`src/rtl/tdm_demux_8_if.sv`:
```
// Bus bundle for the 8-channel TDM receiver: the slot stream in, and the
// reconstructed parallel channels plus frame status out.
interface tdm_demux_8_if #(
    parameter int WIDTH = 4
);
    logic [WIDTH-1:0] din;
    logic             din_valid;
    logic             sof;
    logic [WIDTH-1:0] y0;
    logic [WIDTH-1:0] y1;
    logic [WIDTH-1:0] y2;
    logic [WIDTH-1:0] y3;
    logic [WIDTH-1:0] y4;
    logic [WIDTH-1:0] y5;
    logic [WIDTH-1:0] y6;
    logic [WIDTH-1:0] y7;
    logic             frame_valid;
    logic             frame_err;
    logic [2:0]       slot;

    // Stream source / consumer of the parallel channels
    modport master (
        output din, din_valid, sof,
        input  y0, y1, y2, y3, y4, y5, y6, y7, frame_valid, frame_err, slot
    );

    // The demultiplexer itself
    modport slave (
        input  din, din_valid, sof,
        output y0, y1, y2, y3, y4, y5, y6, y7, frame_valid, frame_err, slot
    );
endinterface

```
`src/rtl/tdm_demux_8.sv`:
```
// 8-slot TDM receiver: collects one slot per valid beat into shadow
// registers and publishes the whole frame to y0..y7 at once, with a
// one-cycle frame_valid pulse. An sof arriving mid-frame aborts the
// partial frame (frame_err pulse) and restarts capture at slot 0.
module tdm_demux_8 #(
    parameter int WIDTH = 4
) (
    input logic          clk,
    input logic          rst_n,
    tdm_demux_8_if.slave bus
);

    typedef enum logic {
        IDLE = 1'b0,
        RUN  = 1'b1
    } state_t;

    state_t           state;
    logic [2:0]       slot_q;
    logic [WIDTH-1:0] shadow [0:7];
    logic [WIDTH-1:0] y_q    [0:7];
    logic             frame_valid_q;
    logic             frame_err_q;

    // Frame capture FSM: shadow fill, atomic output update and status pulses
    always_ff @(posedge clk) begin
        if (!rst_n) begin
            state         <= IDLE;
            slot_q        <= 3'd0;
            frame_valid_q <= 1'b0;
            frame_err_q   <= 1'b0;
            for (int i = 0; i < 8; i++) begin
                shadow[i] <= '0;
                y_q[i]    <= '0;
            end
        end else begin
            frame_valid_q <= 1'b0;
            frame_err_q   <= 1'b0;
            if (bus.din_valid) begin
                case (state)
                    IDLE: begin
                        if (bus.sof) begin
                            shadow[0] <= bus.din;
                            slot_q    <= 3'd1;
                            state     <= RUN;
                        end
                    end
                    RUN: begin
                        if (bus.sof) begin
                            // Early sof: drop the partial frame, this beat is slot 0
                            frame_err_q <= 1'b1;
                            shadow[0]   <= bus.din;
                            slot_q      <= 3'd1;
                        end else begin
                            shadow[slot_q] <= bus.din;
                            slot_q         <= slot_q + 3'd1;
                            if (slot_q == 3'd7) begin
                                // Last slot bypasses the shadow so the frame lands in one edge
                                for (int i = 0; i < 7; i++) begin
                                    y_q[i] <= shadow[i];
                                end
                                y_q[7]        <= bus.din;
                                frame_valid_q <= 1'b1;
                                state         <= IDLE;
                            end
                        end
                    end
                    default: state <= IDLE;
                endcase
            end
        end
    end

    assign bus.y0          = y_q[0];
    assign bus.y1          = y_q[1];
    assign bus.y2          = y_q[2];
    assign bus.y3          = y_q[3];
    assign bus.y4          = y_q[4];
    assign bus.y5          = y_q[5];
    assign bus.y6          = y_q[6];
    assign bus.y7          = y_q[7];
    assign bus.frame_valid = frame_valid_q;
    assign bus.frame_err   = frame_err_q;
    assign bus.slot        = slot_q;

endmodule

```
`src/flat_wrapper.sv`:
```
// flat-port wrapper written by rule: the top's interface ports become plain ports
module tdm_demux_8_flat 
#(
    parameter int WIDTH = 4
)
  (clk, rst_n, bus_din, bus_din_valid, bus_sof, bus_y0, bus_y1, bus_y2, bus_y3, bus_y4, bus_y5, bus_y6, bus_y7, bus_frame_valid, bus_frame_err, bus_slot);
  tdm_demux_8_if #(.WIDTH(WIDTH)) bus_i ();
  input logic clk;
  input logic rst_n;
  input wire logic [$bits(bus_i.din)-1:0] bus_din;
  input wire logic [$bits(bus_i.din_valid)-1:0] bus_din_valid;
  input wire logic [$bits(bus_i.sof)-1:0] bus_sof;
  output wire logic [$bits(bus_i.y0)-1:0] bus_y0;
  output wire logic [$bits(bus_i.y1)-1:0] bus_y1;
  output wire logic [$bits(bus_i.y2)-1:0] bus_y2;
  output wire logic [$bits(bus_i.y3)-1:0] bus_y3;
  output wire logic [$bits(bus_i.y4)-1:0] bus_y4;
  output wire logic [$bits(bus_i.y5)-1:0] bus_y5;
  output wire logic [$bits(bus_i.y6)-1:0] bus_y6;
  output wire logic [$bits(bus_i.y7)-1:0] bus_y7;
  output wire logic [$bits(bus_i.frame_valid)-1:0] bus_frame_valid;
  output wire logic [$bits(bus_i.frame_err)-1:0] bus_frame_err;
  output wire logic [$bits(bus_i.slot)-1:0] bus_slot;
  assign bus_i.din = bus_din;
  assign bus_i.din_valid = bus_din_valid;
  assign bus_i.sof = bus_sof;
  assign bus_y0 = bus_i.y0;
  assign bus_y1 = bus_i.y1;
  assign bus_y2 = bus_i.y2;
  assign bus_y3 = bus_i.y3;
  assign bus_y4 = bus_i.y4;
  assign bus_y5 = bus_i.y5;
  assign bus_y6 = bus_i.y6;
  assign bus_y7 = bus_i.y7;
  assign bus_frame_valid = bus_i.frame_valid;
  assign bus_frame_err = bus_i.frame_err;
  assign bus_slot = bus_i.slot;
  tdm_demux_8 #(.WIDTH(WIDTH)) u_core (.clk(clk), .rst_n(rst_n), .bus(bus_i));
endmodule
```
`config.mk`:
```
export PLATFORM = sky130hd
export DESIGN_NAME = tdm_demux_8_flat
export DESIGN_NICKNAME = d
export VERILOG_FILES = /design/src/rtl/tdm_demux_8_if.sv /design/src/rtl/tdm_demux_8.sv /design/src/flat_wrapper.sv
export SDC_FILE = /design/constraint.sdc
export NUM_CORES = 1
export LEC_CHECK = 0
export ABC_AREA = 1
export BUFFER_PORTS_ARGS = -buffer_cell sky130_fd_sc_hd__buf_2
export CAP_MARGIN = 30
export CORE_MARGIN = 2
export CORE_UTILIZATION = 59
export DETAILED_ROUTE_END_ITERATION = 10
export GPL_ROUTABILITY_DRIVEN = 1
export PLACE_DENSITY = 0.85
export SLEW_MARGIN = 0
export SYNTH_ARGS = -nofsm -noshare
export SYNTH_HDL_FRONTEND = slang
export SYNTH_SLANG_ARGS = --single-unit
export TNS_END_PERCENT = 10
```
`constraint.sdc`:
```
create_clock -name clk -period 10.75 [get_ports clk]
set_input_delay 1.6125 -clock clk [delete_from_list [all_inputs] [get_ports clk]]
set_output_delay 1.6125 -clock clk [all_outputs]
set_load 0.03 [all_outputs]
```
# Word level (Yosys, flattened, before mapping)
# Memory sizes are Yosys's and may differ from the RTL's.
# Cells that the tools add are included.
[word_totals]
n_memories = 2
wordCells = 62
ram_bits = 64
register_bits = 6
out_inout_bits = 37
in_bits = 8
[mem_list]
columns = ["name", "words", "word_bits", "rd", "rd_clocked_by_memory_dff", "wr", "line", "source"]
rows = [
  ["u_core.shadow", 8, 4, 7, 0, 8, "tdm_demux_8.sv:20", "logic [WIDTH-1:0] shadow [0:7];"],
  ["u_core.y_q", 8, 4, 8, 0, 8, "tdm_demux_8.sv:21", "logic [WIDTH-1:0] y_q [0:7];"],
]
[op_classes]
n_reduce_logical = 2
muxes = 40
n_eq_ne = 2
add_sub_neg = 1
n_bitwise = 11
[ops]
columns = ["cell", "count"]
rows = [
  ["2-to-1 mux 4 bit", 11],
  ["2-to-1 mux 1 bit", 24],
  ["bitwise OR 1 bit", 10],
  ["2-to-1 mux 3 bit", 3],
  ["case mux 3 bit (2 select lines)", 1],
  ["OR reduction 4 bit", 1],
  ["adder 3 x 1 -> 3 bit, second input constant", 1],
  ["== test 3 bit, second input constant", 1],
  ["!= test 2 bit, second input constant", 1],
  ["case mux 1 bit (2 select lines)", 1],
  ["AND reduction 2 bit", 1],
  ["NOT 1 bit", 1],
]

# Longest topological paths before layout
# Gate-level depths: netlist (run 1).
[depth]
ltp_word = 8
depth_mapped = 6
mapped_depth_nobuf = 5

# Worst setup path after synthesis (run 1)
# No wires, ideal clock.
[synth_timing]
path_kind = "in2reg"
startpoint = "input port bus_sof"
endpoint = "memory u_core.y_q[0][0] (enable)"
t_required_ns = 10.284
t_arrival_ns = 4.120
setup_ns = 0.466
path_stages = 3
n_path_buf = 0
slack_ns = 6.164
path_cell_list = "inv_1 nand2_4 o21ai_0"
[synth_lines]
columns = ["item", "line", "source"]
rows = [
  ["start: declaration", "flat_wrapper.sv:12", "input wire logic [$bits(bus_i.sof)-1:0] bus_sof;"],
  ["end: declaration", "tdm_demux_8.sv:21", ""],
]

==> flow_metrics.tcl, run 1 <==
set metrics [dict create \
    skew_ns 0.00714 \
    seqCellArea_sq_um 1920 \
    synthSimpleGateAreaFrac_pct 22.1 \
    initial_core_util_pct 62.4 \
    vias 1646 \
    post-dp-hpwl_um 2970 \
    synthXorXnorAreaFrac_pct 0 \
    fin_nets 292 \
    io_buffers 44 \
    critical_path.top_delay_family "compound AO/OA/AOI/OAI gates" \
    worstHoldPathCells 2 \
    yosys_warnings 0 \
    first_global_vias 1573 \
    die_area_sq_um 5260 \
    worstSetupStartpointType "primary input" \
    fin_cells 339 \
    cts.sinks 66 \
    fillerInstances 299 \
    cts_resized 0 \
    worstRegToRegCells 5 \
    drt_iter0_drc 98 \
    h-tree-depth 3 \
    leakagePower_nw 1.45 \
    antennaDiodeCount 0 \
    slowest_delay_ns 0.68 \
    clk_path_buf_depth 2 \
    synthCells 230 \
    row_count 24 \
    gr-usage-all-layers_pct 18.7 \
    drive_gt1_share_pct 28.9 \
    cts.clk_slew.worst_paths_ns 0.07 \
    max-vdd-ir-drop_v 0.000142 \
    synthesis.nets 240 \
    synth-adder-area-share_pct 0.903 \
    power.density_nw_per_um2 163 \
    place_inst 323 \
    avgSynthCellArea_sq_um 12.0 \
    grt_max_degree 26 \
    cp.required_ns 10.76 \
    reg2reg_to "u_core.y_q[0][12]" \
    root_buffer "clkbuf_8" \
    cts_tree "yes" \
    dr.pass1.iters 4 \
    hp-class "reg2reg" \
    grt_pass1_wl_um 7110 \
    die_h_um 72.5 \
    wl_um 4190 \
    yosys.cell_types.count 17 \
    ys_seq_area_share_pct 69.3 \
    crit_fanout 17 \
    fp.dieW_um 72.5 \
    holdBufCountCts 0 \
    fin_setup_tns_ns 0 \
    core_area_sq_um 4440 \
    rsz0062_at_grt "no" \
    holdWs_ns 0.506 \
    num_io_pins 45 \
    worst_setup_path_end_kind "flip-flop" \
    netlist_area_sq_um 2770 \
    cts_setup_buffers 0 \
    final_area_sq_um 3220 \
    dpl-instance-area_sq_um 3040 \
    gp_congestion 0.851 \
    crit-reg2reg-launch "u_core.bus.slot[0]" \
    min_from "u_core.shadow[6][3]" \
    drc 0 \
    drv_slew 0 \
    setup_viol 0 \
    vias_per_cell 4.86 \
    multiInputGateArea_sq_um 657 \
    max-cap-violations 0 \
    cts_buffers 9 \
    status "finished, final reports clean" \
    final_hold_viol_count 0 \
    crit_type "in2reg" \
    cp.arrival_ns 3.01 \
    wl_per_cell_um 12.4 \
    antenna_found_initial 0 \
    fin_crit_sh_pct 27.9 \
    worst_pin_slew_ns 0.860 \
    r2r_slack_ns 8.34 \
    clock_latency_ns 0.32 \
    gr-total-overflow 0 \
    slowest_stage "o21ai_2" \
    ys_ff_latch 66 \
    postRouteAntennaNets 0 \
    crit_buf_inv 3 \
    holdPathEnd "u_core.y_q[0][27]" \
    layout_min_cycle_time_ns 3.00 \
    crit_chain "buf_2 -> inv_1 -> nand2_4 -> o21ai_2 -> buf_4" \
    muxShareOfSynthArea_pct 0 \
    synth_top_family_by_area "simple AND/OR/NAND/NOR gates" \
    syn2layout_area_growth_pct 16.3 \
    timing.fmax_mhz 333 \
    slew_headroom_pct 42.7 \
    synth_compound_area_share_pct 0.542 \
]
[worst min-delay path, stage by stage (launching register included)]
cell and delay [ns]:
edfxtp_1 0.32, nand2_1 0.05, inv_1 0.04
[cell type report]
cell class / instances / area share (%)
Inverter: 44 / 5.12
Multi-Input combinational cell: 116 / 20.4
Tap cell: 52 / 2.02
Timing Repair Buffer: 45 / 7.06
Sequential cell: 66 / 59.6
Clock buffer: 12 / 4.50
Clock inverter: 4 / 1.32
[metal layers]
metal,global-route usage [%],routed length [um]
met5,0,0
met4,8.02,42
met3,7.08,264
met2,29.4,2170
met1,23.3,1720
[layout by cell type, fill, tap and decap left out]
cell | Yosys | layout
buf_4 | 0 | 1
edfxtp_1 | 60 | 60
nor2_1 | 39 | 39
buf_2 | 1 | 44
clkinv_1 | 0 | 2
nor2_4 | 20 | 20
ha_1 | 2 | 2
nand2_4 | 2 | 2
o21ai_0 | 3 | 2
clkbuf_8 | 0 | 10
inv_1 | 44 | 44
clkbuf_1 | 1 | 2
bufinv_16 | 0 | 1
nand2_1 | 40 | 40
o21ai_2 | 0 | 1
clkinv_2 | 0 | 1
nand4_1 | 1 | 1
nor2_8 | 1 | 1
dfxtp_1 | 6 | 6
nand2_2 | 1 | 1
nand3_1 | 6 | 6
nor2_2 | 1 | 1
[cell families (layout without fill, tap and decap cells)]
| group | count (synthesis) | count (layout) |
|---|---|---|
| AO/OA/AOI/OAI | 3 | 3 |
| adder cells (fa/ha/maj) | 2 | 2 |
| buffers and inverters | 48 | 105 |
| flip-flops | 66 | 66 |
| AND/OR/NAND/NOR | 111 | 111 |
[power by group]
group          switching [W]  internal [W]
clock network      0.0000835      0.000112
registers         0.00000359      0.000289
logic              0.0000281    0.00000803
[registers in the layout, indices dropped and copies added (netlist names)]
name,count
u_core.bus.frame_valid,1
u_core.state,1
u_core.bus.frame_err,1
u_core.shadow,28
u_core.y_q,32
u_core.bus.slot,3
[through the flow]
stage                     total power, W  setup WS (ns)  utilization, %
after detailed placement        0.000335           7.36            68.3
after global routing            0.000547           7.63            72.6
after global placement          0.000333           7.47            68.3
after floorplan                 0.000324           6.16               -
after CTS                       0.000530           7.73            72.6
final                           0.000524           7.75            72.6
[cell usage after synthesis]
cell type | instances | area, sq um
nor2_2 | 1 | 6.26
clkbuf_1 | 1 | 3.75
nand3_1 | 6 | 30.0
nor2_4 | 20 | 225
buf_6 | 2 | 22.5
o21ai_0 | 3 | 15.0
inv_1 | 44 | 165
ha_1 | 2 | 25.0
dfxtp_1 | 6 | 120
edfxtp_1 | 60 | 1800
buf_2 | 1 | 5.00
nand2_1 | 40 | 150
nand2_2 | 1 | 6.26
nand4_1 | 1 | 6.26
nor2_1 | 39 | 146
nor2_8 | 1 | 20.0
nand2_4 | 2 | 22.5
[worst max path at each step]
stage | from | slack (ns) | to | depth (start not counted)
final | bus_sof | 7.75 | u_core.y_q[0][12] | 5
after detailed placement | bus_sof | 7.36 | u_core.y_q[0][14] | 5
after floorplan | bus_sof | 6.16 | u_core.y_q[0][0] | 3
after global placement | bus_sof | 7.47 | u_core.y_q[0][12] | 5
after CTS | bus_sof | 7.73 | u_core.y_q[0][14] | 5
after global routing | bus_sof | 7.63 | u_core.y_q[0][12] | 5
Note: power is estimated with default switching activity, not from simulation.
==> inputs of run 2 (changes only) <==
- CORE_UTILIZATION: 59 -> 55
- PLACE_DENSITY: 0.85 -> 0.8
- clock period: 10.75 -> 3 ns (I/O delays scaled with it)
==> run 2 against run 1 <==
Effect of this change: cell area rose by 1.6%; largest cell class unchanged; largest power group unchanged; critical path type is now reg2reg; critical endpoint is now u_core.y_q[0][20]; worst hold slack worse by 0.077 ns; sequential power rose to 3.6 times the previous value; sequential share of layout area down 0.96 points.
==> flow_metrics.tcl, run 2 (synthesis results as in run 1) <==
set metrics [dict create \
    cp.required_ns 3.03 \
    worstSetupStartpointType "flip-flop" \
    fillerInstances 355 \
    root_buffer "clkbuf_8" \
    dr.pass1.iters 4 \
    max-cap-violations 0 \
    largest_reg_flops 32 \
    gr-total-overflow 0 \
    num_io_pins 45 \
    met1_length_um 1880 \
    clk_path_buf_depth 2 \
    fp.dieW_um 75.0 \
    antenna_found_initial 0 \
    drc 0 \
    slew_headroom_pct 56.7 \
    gp_congestion 0.821 \
    vias 1619 \
    worstHoldPathCells 3 \
    io_buffers 44 \
    grt_pass1_wl_um 6730 \
    leakagePower_nw 1.47 \
    holdPathEnd "u_core.y_q[0][29]" \
    crit_type "reg2reg" \
    hp-class "in2reg" \
    dpl-instance-area_sq_um 3070 \
    power.density_nw_per_um2 599 \
    max-vdd-ir-drop_v 0.000369 \
    wl_met2_um 1980 \
    cts.clk_slew.worst_paths_ns 0.07 \
    antennaDiodeCount 0 \
    die_h_um 75.0 \
    crit_fanout 22 \
    final_hold_viol_count 0 \
    cts_buffers 9 \
    power_w 0.00196 \
    timing.fmax_mhz 470 \
    cts_setup_buffers 0 \
    holdBufCountCts 0 \
    met3_length_um 217 \
    setup_viol 0 \
    core_area_sq_um 4790 \
    worstRegToRegCells 5 \
    initial_core_util_pct 57.9 \
    layout_common_cells "edfxtp_1, inv_1, buf_2" \
    fin_crit_sh_pct 70.9 \
    h-tree-depth 3 \
    gr-usage-all-layers_pct 16.6 \
    post-dp-hpwl_um 2910 \
    die_area_sq_um 5620 \
    final_area_sq_um 3280 \
    worst_pin_slew_ns 0.649 \
    syn2layout_area_growth_pct 18.2 \
    postRouteAntennaNets 0 \
    rsz0062_at_grt "no" \
    grt_max_degree 26 \
    r2r_slack_ns 0.87 \
    row_count 25 \
    cp.arrival_ns 2.16 \
    cts.sinks 66 \
    worst_setup_path_end_kind "flip-flop" \
    worst_slack_ns 0.872 \
    fin_nets 292 \
    drt_iter0_drc 82 \
    fin_setup_tns_ns 0 \
    drive_gt1_share_pct 29.6 \
    clock_latency_ns 0.33 \
    min_from "bus_din[1]" \
    wl_um 4150 \
    wl_per_cell_um 11.7 \
    cts_tree "yes" \
    top_layer_used "met4" \
    drv_slew 0 \
    regMostFlops "u_core.y_q" \
    final_util_pct 68.5 \
    reg2reg_to "u_core.y_q[0][20]" \
    layout_min_cycle_time_ns 2.13 \
    first_global_vias 1473 \
    skew_ns 0.00608 \
    final_common_cell "edfxtp_1" \
    cts_resized 0 \
    status "finished, final reports clean" \
    pre_cts_ws_ns 0.891 \
    crit-reg2reg-launch "u_core.bus.slot[0]" \
    vias_per_cell 4.57 \
]
[run 2: cell count changes in the layout (fill, tap and decap cells not counted), sizes merged]
cell      delta
clkbuf       -2
bufinv       +1
clkinvlp     +1
[run 2: final cells by class]
class	instances	area, sq um	share of cell area (%)
Clock buffer	10	128	3.89
Inverter	44	165	5.04
Timing Repair Buffer	45	240	7.33
Tap cell	67	83.8	2.56
Multi-Input combinational cell	116	657	20.0
Clock inverter	6	81.3	2.48
Sequential cell	66	1920	58.6
[run 2: worst max path at each step]
stage | endpoint | cells after the start | start | slack (ns)
3_3_place_gp | u_core.y_q[0][10] | 5 | u_core.bus.slot[0] | 0.97
4_1_cts | u_core.y_q[0][17] | 5 | u_core.bus.slot[0] | 0.86
6_report | u_core.y_q[0][20] | 5 | u_core.bus.slot[0] | 0.87
2_1_floorplan | u_core.y_q[0][0] | 4 | u_core.bus.slot[0] | 0.57
3_5_place_dp | u_core.y_q[0][4] | 5 | u_core.bus.slot[0] | 0.89
5_1_grt | u_core.y_q[0][15] | 5 | u_core.bus.slot[0] | 0.78
[run 2: routing by layer]
layer,vias up,track usage (%)
met4,0,10.7
met3,8,4.69
met5,-,0
met1,739,21.8
li1,827,-
met2,45,24.5
[run 2: worst max-delay path: stages (launching register included)]
cell     delay, ns
dfxtp_1       0.50
ha_1          0.21
ha_1          0.21
nand2_1       0.10
o21ai_2       0.55
buf_12        0.25
[run 2: stage by stage]
step	hold slack, ns	instances
floorplan	0.481	230
global placement	0.493	338
detailed placement	0.494	338
CTS	0.414	354
global route	0.433	354
finish	0.429	354
[run 2: power by group]
| part | internal, W | switching [W] | total, W |
|---|---|---|---|
| registers | 0.00104 | 0.0000126 | 0.00105 |
| clock network | 0.000462 | 0.000320 | 0.000783 |
| logic | 0.0000306 | 0.000101 | 0.000132 |
| total | 0.00153 | 0.000434 | 0.00196 |
